File: config.mk
export PLATFORM = sky130hd
export DESIGN_NAME = note_tone_gen
export DESIGN_NICKNAME = d
export VERILOG_FILES = /design/src/rtl/note_tone_gen.sv
export SDC_FILE = /design/constraint.sdc
export NUM_CORES = 1
export LEC_CHECK = 0
export CAP_MARGIN = 20
export CORE_MARGIN = 8
export CORE_UTILIZATION = 47
export CTS_CLUSTER_SIZE = 24
export DETAILED_ROUTE_END_ITERATION = 12
export PLACE_DENSITY = 0.78
export SLEW_MARGIN = 20
export SYNTH_ARGS = -nofsm -noshare
export SYNTH_HDL_FRONTEND = slang
export SYNTH_SLANG_ARGS = --single-unit
File: constraint.sdc
create_clock -name clk -period 5.82 [get_ports clk]
set_clock_uncertainty 0.2 [all_clocks]
set_input_delay 0.873 -clock clk [delete_from_list [all_inputs] [get_ports clk]]
set_output_delay 0.873 -clock clk [all_outputs]
set_load 0.1 [all_outputs]
File: src/rtl/note_tone_gen.sv
// Square-wave tone generator: turns a half-period divider into a
// 50%-duty tone scaled by volume, driven as signed PCM on both channels.
module note_tone_gen #(
  parameter int DIV_WIDTH = 20,
  parameter int AMP_WIDTH = 16
) (
  input  logic                 clk,
  input  logic                 rst_n,
  input  logic [DIV_WIDTH-1:0] note_div,
  input  logic [2:0]           vol,
  input  logic                 mute,
  output logic [AMP_WIDTH-1:0] audio_left,
  output logic [AMP_WIDTH-1:0] audio_right,
  output logic                 tone_sq,
  output logic                 note_active,
  output logic                 period_tick
);

  typedef enum logic {
    IDLE,
    RUN
  } state_e;

  state_e               state_q, state_d;
  logic [DIV_WIDTH-1:0] cnt_q, cnt_d;
  logic [DIV_WIDTH-1:0] div_q, div_d;
  logic                 phase_q, phase_d;
  logic                 tick_q, tick_d;
  logic [AMP_WIDTH-1:0] smp_q, smp_d;
  logic [AMP_WIDTH-1:0] amp;
  logic                 zero_div;
  logic                 at_edge;

  assign zero_div = (note_div == '0);
  assign at_edge  = (cnt_q == div_q - DIV_WIDTH'(1));
  assign amp      = AMP_WIDTH'({vol, 12'h000});

  always_comb begin
    state_d = state_q;
    cnt_d   = cnt_q;
    div_d   = div_q;
    phase_d = phase_q;
    tick_d  = 1'b0;
    unique case (state_q)
      IDLE: begin
        cnt_d   = '0;
        phase_d = 1'b0;
        if (!zero_div) begin
          div_d   = note_div;
          state_d = RUN;
        end
      end
      RUN: begin
        // silence beats any boundary action
        if (zero_div) begin
          state_d = IDLE;
          cnt_d   = '0;
          phase_d = 1'b0;
        end else if (at_edge) begin
          cnt_d   = '0;
          phase_d = ~phase_q;
          div_d   = note_div;
          tick_d  = phase_q;
        end else begin
          cnt_d = cnt_q + DIV_WIDTH'(1);
        end
      end
    endcase
    smp_d = '0;
    if (state_d == RUN && !mute) begin
      smp_d = phase_d ? amp : -amp;
    end
  end

  always_ff @(posedge clk) begin
    if (!rst_n) begin
      state_q <= IDLE;
      cnt_q   <= '0;
      div_q   <= '0;
      phase_q <= 1'b0;
      tick_q  <= 1'b0;
      smp_q   <= '0;
    end else begin
      state_q <= state_d;
      cnt_q   <= cnt_d;
      div_q   <= div_d;
      phase_q <= phase_d;
      tick_q  <= tick_d;
      smp_q   <= smp_d;
    end
  end

  assign audio_left  = smp_q;
  assign audio_right = smp_q;
  assign tone_sq     = phase_q;
  assign note_active = (state_q == RUN);
  assign period_tick = tick_q;

endmodule
Yosys cells after proc, flatten, opt, wreduce, memory -nomap -nowiden
Cells that the tools add are included.
Storage, ports and cells
  register bits after elaboration: 59
  bits in latches: 0
  bits in writable memories: 0
  ROM bits: 0
  output and inout port bits: 35
  word-level logic and storage cells: 38
  memories: 0
Operators by class
  $add $sub $neg: 3
  $mul: 0
  divide/modulo/power cells: 0
  $lt $le $gt $ge: 0
  eq/ne operators: 4
  shifts and indexed selects: 0
  muxes and demuxes: 12
  bitwise gates (word level): 5
  reduce and logical (&&, ||, !) cells: 7
Operators with widths (count)
  20-bit 2-to-1 mux: 5
  20-bit one-hot mux with 2 select lines: 2
  20-bit by 1-bit adder with 20-bit output (second input constant): 1
  20-bit equality test: 1
  20-bit zero test: 1
  20-bit by 1-bit subtractor with 20-bit output (second input constant): 1
  15-bit negation with 16-bit output: 1
  15-bit 2-to-1 mux: 1
  1-bit inverter: 5
  2-bit inequality test (second input constant): 2
  4-bit OR reduction: 1
  1-bit 2-to-1 mux: 3
  3-bit AND reduction: 1
  3-bit OR reduction: 1
  2-bit by 1-bit inequality test with 1-bit output (second input constant): 1
  1-bit one-hot mux with 2 select lines: 1
  2-bit AND reduction: 1
  1-bit logical AND: 1
  1-bit zero test: 1

Depth between registers and ports, before layout
Gate-level depths: netlist (run 1).
  depth in word-level cells: 6
  mapped depth: 14

Least setup slack after synthesis (run 1)
OpenSTA, ideal clock, no wires.
  path type: register -> register
  from: register div_q[1]
  to: register smp_q[13], in the netlist audio_left[13]
  arrival: 3.075 ns
  required time: 5.502 ns
  setup slack: 2.427 ns
  stages on the path, launching flop included: 13
  buffers on the path: 2
  period minus slack after synthesis: 3.393 ns
  cells stage by stage: dfxtp_1 clkbuf_1 inv_1 ha_1 buf_2 nor4b_2 or4bb_1 o41ai_1 a32oi_1 or4_4 nor4b_4 mux2_4 mux2i_1
On the way
  word-level cells in the longest chain between the ends: 6
RTL lines
  start, declared: line 26  | logic [DIV_WIDTH-1:0] div_q, div_d;
  start signal, assigned: line 86  | div_q <= div_d;
  20-bit by 1-bit subtractor with 20-bit output: line 35  | assign at_edge = (cnt_q == div_q - DIV_WIDTH'(1));
  20-bit equality test: line 35
  1-bit 2-to-1 mux: line 59  | end else if (at_edge) begin
  1-bit 2-to-1 mux: line 55  | if (zero_div) begin
  1-bit one-hot mux with 2 select lines: line 44  | unique case (state_q)
  15-bit 2-to-1 mux: line 71  | smp_d = phase_d ? amp : -amp;
  end signal, assigned: line 89  | smp_q <= smp_d;
  end, declared: line 29  | logic [AMP_WIDTH-1:0] smp_q, smp_d;
Every way passes these cells.
A chain may end at the register's enable or synchronous reset.

Final worst setup path (run 1)
  from: register div_q[0]
  to: register smp_q[13], in the netlist audio_left[13]
The elaborated chain is that of the path after synthesis.

==> results of run 1 <==
[kinds of logic (layout without fill, tap and decap cells)]
kind of cell    Yosys count  count (layout)  synth area share [%]
xor+xnor                 42              42                  12.8
compound gates           41              41                  11.1
flops                    47              47                  31.6
other cells               1              24                 0.126
mux                      18              18                  6.27
buf+inv                  55              54                  10.8
fa+ha+maj                 3               3                  1.26
simple gates            144             144                  26.0
[power groups by stage]
stage                     clock network (mW)  registers, mW  logic, mW
after global routing                   0.212          0.353      0.243
after floorplan                            0          0.363      0.189
after global placement                     0          0.357      0.224
final                                  0.192          0.351      0.228
after detailed placement                   0          0.358      0.227
after CTS                              0.197          0.350      0.227
[worst max-delay path: stages (launching register included)]
cell and delay [ns]:
dfxtp_1 0.41, inv_1 0.09, ha_1 0.33, nor4b_2 0.51, or4bb_1 0.44, o41ai_1 0.08
a32oi_1 0.12, or4_4 0.57, nor4b_4 0.32, mux2_4 0.35, mux2i_1 0.12
[layout make-up]
type	instances	area, um2
clock buffers	7	76.3
clock inverters	1	5.00
fillers	591	2920
inverters	8	30.0
multi-input cells	272	1800
flip-flops and latches	47	941
well taps	77	96.3
repair buffers	38	375
[per-layer routing]
metal  global-route usage (%)  up-vias  share of wire [%]
met3                     3.46        8                6.1
met2                     25.4       60                 49
met1                     18.2     1166                 44
met4                     5.12        0                1.3
met5                        0        -                  0
li1                         -     1224                  -
[flip-flops by register name, indices dropped and copies added (netlist names)]
signal,flops
audio_left,4
cnt_q,20
div_q,20
note_active,1
period_tick,1
tone_sq,1
[metrics by stage]
stage               area, um2  util (%)  instances  total power [mW]
finish                   3320      53.2        450             0.771
global route             3320      53.2        450             0.807
CTS                      3320      53.2        450             0.774
detailed placement       3240      51.9        442             0.585
global placement         3240      51.9        442             0.581
floorplan                3060         -        374             0.552
[cells in the final DEF, fill, tap and decap left out, types with 2 or more instances in the layout]
| cell type | netlist | layout |
|---|---|---|
| xnor2_1 | 20 | 20 |
| nand3b_1 | 2 | 2 |
| o22ai_1 | 2 | 2 |
| nand3_1 | 16 | 16 |
| a31oi_1 | 5 | 5 |
| nand4_1 | 6 | 6 |
| or4_4 | 2 | 2 |
| nand2b_1 | 2 | 2 |
| buf_4 | 29 | 2 |
| xor2_1 | 21 | 21 |
| clkdlybuf4s50_1 | 0 | 36 |
| ha_1 | 3 | 3 |
| clkbuf_1 | 14 | 2 |
| clkbuf_8 | 0 | 5 |
| a32o_1 | 8 | 8 |
| nor4_1 | 9 | 9 |
| dfxtp_1 | 47 | 47 |
| o2111ai_1 | 2 | 2 |
| a21o_1 | 2 | 2 |
| conb_1 | 1 | 24 |
| o41a_1 | 2 | 2 |
| mux2i_1 | 16 | 16 |
| nor3_1 | 9 | 9 |
| or3_1 | 3 | 3 |
| nor4b_1 | 4 | 4 |
| and3_1 | 5 | 5 |
| nand2_1 | 38 | 38 |
| nor2_1 | 34 | 34 |
| a21oi_1 | 5 | 5 |
| o21ai_0 | 2 | 2 |
| a211oi_1 | 2 | 2 |
| inv_1 | 8 | 8 |
[worst max-delay path by stage]
| stage | startpoint | to | slack [ns] |
|---|---|---|---|
| global placement | div_q[0] | audio_left[13] | 2.30 |
| detailed placement | div_q[0] | audio_left[13] | 2.18 |
| floorplan | div_q[1] | audio_left[13] | 2.43 |
| finish | div_q[0] | audio_left[13] | 2.17 |
| CTS | div_q[0] | audio_left[13] | 2.16 |
| global route | div_q[0] | cnt_q[5] | 1.77 |
==> impl_results.md, run 1 <==
* Run status: finished, final reports clean
* Hold-fix buffers, CTS at 0
* Asr flop ratio synth at 0%
* I/O pin cnt at 61
* Min-delay src: div_q[19]
* Biggest area consumer among synthesized cells: dfxtp_1
* Mapped cell area at between 2000 and 3000 um2
* First-pass GRT wire length at 11000 um
* Static Leak at 1.26 nW
* Synthesized area per cell at about 8.5 um2
* WL final at approximately 6700 um
* Unrepaired setup endpoints after global routing: false
* CTS max path bufs at 2
* Clk sinks at 47
* FF-to-FF setup slack at 2.17 ns
* GPL Wtd Cong at just over 0.9
* Via count at 2458
* Maxcap violations at 0
* Hold crit path type: flip-flop to flip-flop
* Layout cells sized above 1 at 5.36%
* Synth Instances at roughly 350
* Sequential share of power at between 40% and 50%
* P&R area growth vs syn at 11.7%
* Clock share of power at approximately a quarter
* Vias in the first global route at about 2300
* TritonCTS clock tree: yes
* Hold Violations, Final at 0
* Clk_lat worst skew at around 0.31 ns
* Hpwl dp at 5270 um
* Initial core utilization at ~48%
* Fin. max-slew vios at 0
* R2R cell count at 10
* Placement Setup Slack at between 2 and 2.5 ns
* Pin count of the biggest net entering global routing at 34
* P per Cell Area at about 230 nW/um2
* FF-to-FF End: audio_left[13]
* Switching Fraction at between 30% and 40%
* Setup violations, final at 0
* Die width at between 90 and 100 um
* Maximum vdd ir drop at between 0.0001 and 0.00015 V
* Most common cell in the netlist: dfxtp_1
* Largest cells by area after synthesis: dfxtp_1 (32%), buf_4 (7.3%), xor2_1 (6.2%)
* Critical path endpoint category: flip-flop
* Initial antenna violation count at 0
* Pre-antenna DRT Iters at 4
* Critical path arrival at 3.65 ns
* Final Net Count at ~400
* Crit Path Category: flip-flop to flip-flop
* Post-synth top cells: dfxtp_1 (47), nand2_1 (38), nor2_1 (34)
* Final ANT Viol Nets at 0
* Synth warnings at 0
* Max-slew headroom at 34.0%
* Chip Height at 95.5 um
* FMAX at between 200 and 300 MHz
* Worst Hold End: div_q[19]
* # port buffers at 36
* EDFF count, synth at 0
* H-tree depth at 2
* Setup TNS at 0 ns
* Worst reg2reg path startpoint: div_q[0]
* Int Pwr at around 0.49 mW
* WHS at 0.298 ns
* Fin crit share at between 60% and 70%
* Minimum clock period at approximately 3.6 ns
* Ant diodes at 0
* Sw power at 0.284 mW
* Residual DRC at 0
* CTS Buf Count at 5
* Grt total ovfl at 0
* DRT iter0 DRCs at 110
* Hold path depth at 2
* Yosys top cell area share at a little under a third
* FP Rows at 29
* Top_reg_cell synth: dfxtp_1
* Core Area at approximately 6200 um2
* WP data required at roughly 5.8 ns
* Tot GR Track Use at roughly 15%
* Startpoint type of the worst setup path: flip-flop
* Yosys reg bits at 47
* Final setup margin at about 2.2 ns
* Die Area at 9130 um2
* WL per Instance at approximately 15 um
* Combinational Power Share at between 20 and 30%
* Via-per-instance ratio at ~5.5
* Cell variety after synth at 60
* Post-synthesis sequential area ratio at a little under a third
* Worst-path maximum fanout at 9
* Post-CTS Resized at 0
* Post-CTS setup buffer count at 0
* Slew of the pin with the lowest slew margin at between 0.9 and 1 ns
* Clk slew on worst S/H paths at about 0.08 ns
* Root Buffer: clkbuf_8
Power figures use the tool's default switching activity.
==> run 2, diff against run 1 <==
--- a/config.mk
+++ b/config.mk
@@ -10,7 +10,7 @@
 export CORE_UTILIZATION = 47
 export CTS_CLUSTER_SIZE = 24
 export DETAILED_ROUTE_END_ITERATION = 12
-export PLACE_DENSITY = 0.78
+export PLACE_DENSITY = 0.81
 export SLEW_MARGIN = 20
 export SYNTH_ARGS = -nofsm -noshare
 export SYNTH_HDL_FRONTEND = slang
==> constraint.sdc (replaced) <==
create_clock -name clk -period 3.3 [get_ports clk]
set_clock_uncertainty 0.2 [all_clocks]
set_input_delay 0.495 -clock clk [delete_from_list [all_inputs] [get_ports clk]]
set_output_delay 0.495 -clock clk [all_outputs]
set_load 0.1 [all_outputs]
==> impl_results.md, run 2 (synthesized netlist as in run 1, its figures left out) <==
* WL per Instance at 15.6 um (was 14.9 um)
* Max-slew headroom at 48.3% (was 34.0%)
* Static Leak at 1.46 nW (was 1.26 nW)
* Die Area at 9130 um2 (unchanged)
* # port buffers at 36 (unchanged)
* Minimum clock period at 3.34 ns (was 3.65 ns)
* Tot GR Track Use at 16.5% (was 15.0%)
* CTS Buf Count at 5 (unchanged)
* Worst-path maximum fanout at 6 (was 9)
* FF-to-FF End: audio_left[13] (unchanged)
* Worst reg2reg path startpoint: div_q[1] (was div_q[0])
* Die width at 95.5 um (unchanged)
* DRT iter0 DRCs at 112 (was 110)
* Combinational Power Share at 30.8% (was 29.6%)
* Startpoint type of the worst setup path: flip-flop (unchanged)
* Failing checks: setup timing
* TritonCTS clock tree: yes (unchanged)
* Maxcap violations at 0 (unchanged)
* Switching Fraction at 35.2% (was 36.9%)
* Int Pwr at 0.993 mW (was 0.487 mW)
* Clk_lat worst skew at 0.31 ns (about the same)
* Chip Height at 95.5 um (unchanged)
* Critical path endpoint category: flip-flop (unchanged)
* Via count at 2668 (was 2458)
* Hold-fix buffers, CTS at 0 (unchanged)
* Hold path depth at 2 (unchanged)
* Crit Path Category: flip-flop to flip-flop (unchanged)
* Total design power at 1.53 mW (was 0.771 mW)
* Setup violations, final at 2 (was 0)
* Grt total ovfl at 0 (unchanged)
* Vias in the first global route at 2624 (was 2338)
* Sw power at 0.538 mW (was 0.284 mW)
* Clk sinks at 47 (unchanged)
* Maximum vdd ir drop at 0.000286 V (was 0.000133 V)
* Sequential share of power at 39.8% (was 45.5%)
* P&R area growth vs syn at 21.1% (was 11.7%)
* WP data required at 3.30 ns (was 5.82 ns)
* Critical path arrival at 3.34 ns (was 3.65 ns)
* Pre-antenna DRT Iters at 4 (unchanged)
* Final ANT Viol Nets at 0 (unchanged)
* Fin crit share at 101% (was 62.7%)
* Residual DRC at 0 (unchanged)
* CP max stage delay at 0.59 ns (was 0.57 ns)
* Min-delay src: div_q[19] (unchanged)
* CTS max path bufs at 2 (unchanged)
* Run status: complete, but fails checks (was finished, final reports clean)
* Via-per-instance ratio at 5.56 (was 5.46)
* CP Cell Sequence: inv_4, ha_4, nor4b_4, or4bb_1, o41ai_2, a32oi_1, or4_4, nor4b_4, mux2_4, mux2i_1 (was inv_1, ha_1, nor4b_2, or4bb_1, o41ai_1, a32oi_1, or4_4, nor4b_4, mux2_4, mux2i_1)
* Most common cell after layout, fill and taps aside: dfxtp_1 (unchanged)
* Slew of the pin with the lowest slew margin at 0.769 ns (was 0.987 ns)
* I/O pin cnt at 61 (unchanged)
* WL final at 7500 um (was 6700 um)
* CP max stage cell: or4_4 (unchanged)
* Ant diodes at 0 (unchanged)
* GPL Wtd Cong at 0.987 (was 0.921)
* Clock share of power at 29.4% (was 24.9%)
* DP Area at 3400 um2 (was 3240 um2)
* Hold Violations, Final at 0 (unchanged)
* H-tree depth at 2 (unchanged)
* FP Rows at 29 (unchanged)
* Root Buffer: clkbuf_8 (unchanged)
* FMAX at 300 MHz (was 274 MHz)
* Hpwl dp at 5670 um (was 5270 um)
* Critical path's most frequent cell: nor4b_4
* Final instance area at 3600 um2 (was 3320 um2)
* FF-to-FF setup slack at -0.04 ns (was 2.17 ns)
* Initial antenna violation count at 0 (unchanged)
* Most frequent cells in the layout: dfxtp_1 (45), buf_4 (43), nand2_1 (38) (was dfxtp_1 (47), nand2_1 (38), clkdlybuf4s50_1 (36))
* P per Cell Area at 425 nW/um2 (was 232 nW/um2)
* Final Net Count at 431 (was 401)
* First-pass GRT wire length at 12100 um (was 11000 um)
* Worst Hold End: div_q[19] (unchanged)
* Initial core utilization at 47.7% (unchanged)
* Hold crit path type: flip-flop to flip-flop (unchanged)
* Unrepaired setup endpoints after global routing: true (was false)
* Filler cells at 556 (was 591)
* Fin. max-slew vios at 0 (unchanged)
* Pin count of the biggest net entering global routing at 33 (was 34)
* Layout cells sized above 1 at 17.4% (was 5.36%)
* Core Area at 6240 um2 (unchanged)
* R2R cell count at 10 (unchanged)
* Final setup margin at -0.0363 ns (was 2.17 ns)
* Clk slew on worst S/H paths at 0.09 ns (was 0.08 ns)
run 2: cell count changes in the layout (fill, tap and decap cells not counted), sizes merged:
cell,delta
clkdlybuf4s50,-11
bufinv,+1
buf,+41
clkbuf,-1
run 2: routing by layer:
| metal | wire, um | global-route usage [%] | vias to the layer above |
|---|---|---|---|
| met1 | 3150 | 19.6 | 1274 |
| li1 | - | - | 1291 |
| met5 | 0 | 0 | - |
| met2 | 3690 | 29.1 | 85 |
| met3 | 485 | 3.15 | 18 |
| met4 | 164 | 5.76 | 0 |
run 2: power by group through the flow:
| stage | combinational [mW] | sequential, mW | clock, mW |
|---|---|---|---|
| 3_5_place_dp | 0.446 | 0.623 | 0 |
| 6_report | 0.471 | 0.609 | 0.450 |
| 3_3_place_gp | 0.438 | 0.622 | 0 |
| 2_1_floorplan | 0.336 | 0.641 | 0 |
| 4_1_cts | 0.455 | 0.610 | 0.456 |
| 5_1_grt | 0.497 | 0.612 | 0.472 |
run 2: final cells by class:
type / count / area (um2) / share of cell area, %
repair buffers: 68 / 573 / 15.9
flip-flops and latches: 47 / 948 / 26.3
well taps: 77 / 96.3 / 2.67
inverters: 8 / 32.5 / 0.903
clock inverters: 2 / 35.0 / 0.973
multi-input cells: 272 / 1830 / 50.9
clock buffers: 6 / 82.6 / 2.29
run 2: per-stage QoR:
step / util [%] / setup TNS, ns / worst slack, ns / hold WS (ns) / instances
after global placement: 54.4 / 0 / 0.0488 / 0.260 / 465
after global routing: 57.7 / -0.341 / -0.124 / 0.314 / 480
after floorplan: - / 0 / 0.0204 / 0.247 / 374
after CTS: 56.7 / 0 / 0.0305 / 0.282 / 474
after detailed placement: 54.4 / -0.0798 / -0.0483 / 0.269 / 465
final: 57.7 / -0.0578 / -0.0363 / 0.275 / 480
run 2: worst max path at each step:
stage,from,end,depth (start not counted)
finish,div_q[1],audio_left[13],10
global route,div_q[1],audio_left[13],10
CTS,div_q[1],audio_left[13],10
detailed placement,div_q[1],audio_left[13],10
global placement,div_q[0],audio_left[13],10
floorplan,div_q[0],audio_left[13],9
run 2: critical path: cells and delay by family (launching register included):
kind / cells / cell delay [ns]
AO/OA/AOI/OAI: 2 / 0.20
adder cells (fa/ha/maj): 1 / 0.14
buffers and inverters: 1 / 0.06
flip-flops: 1 / 0.38
multiplexers: 2 / 0.49
AND/OR/NAND/NOR: 4 / 1.77
run 2: repair_timing:
action,in CTS,in global routing
endpoints found under the setup margin,4,44
resized for setup,4,7
buffers inserted,1,6
pin swaps,2,6
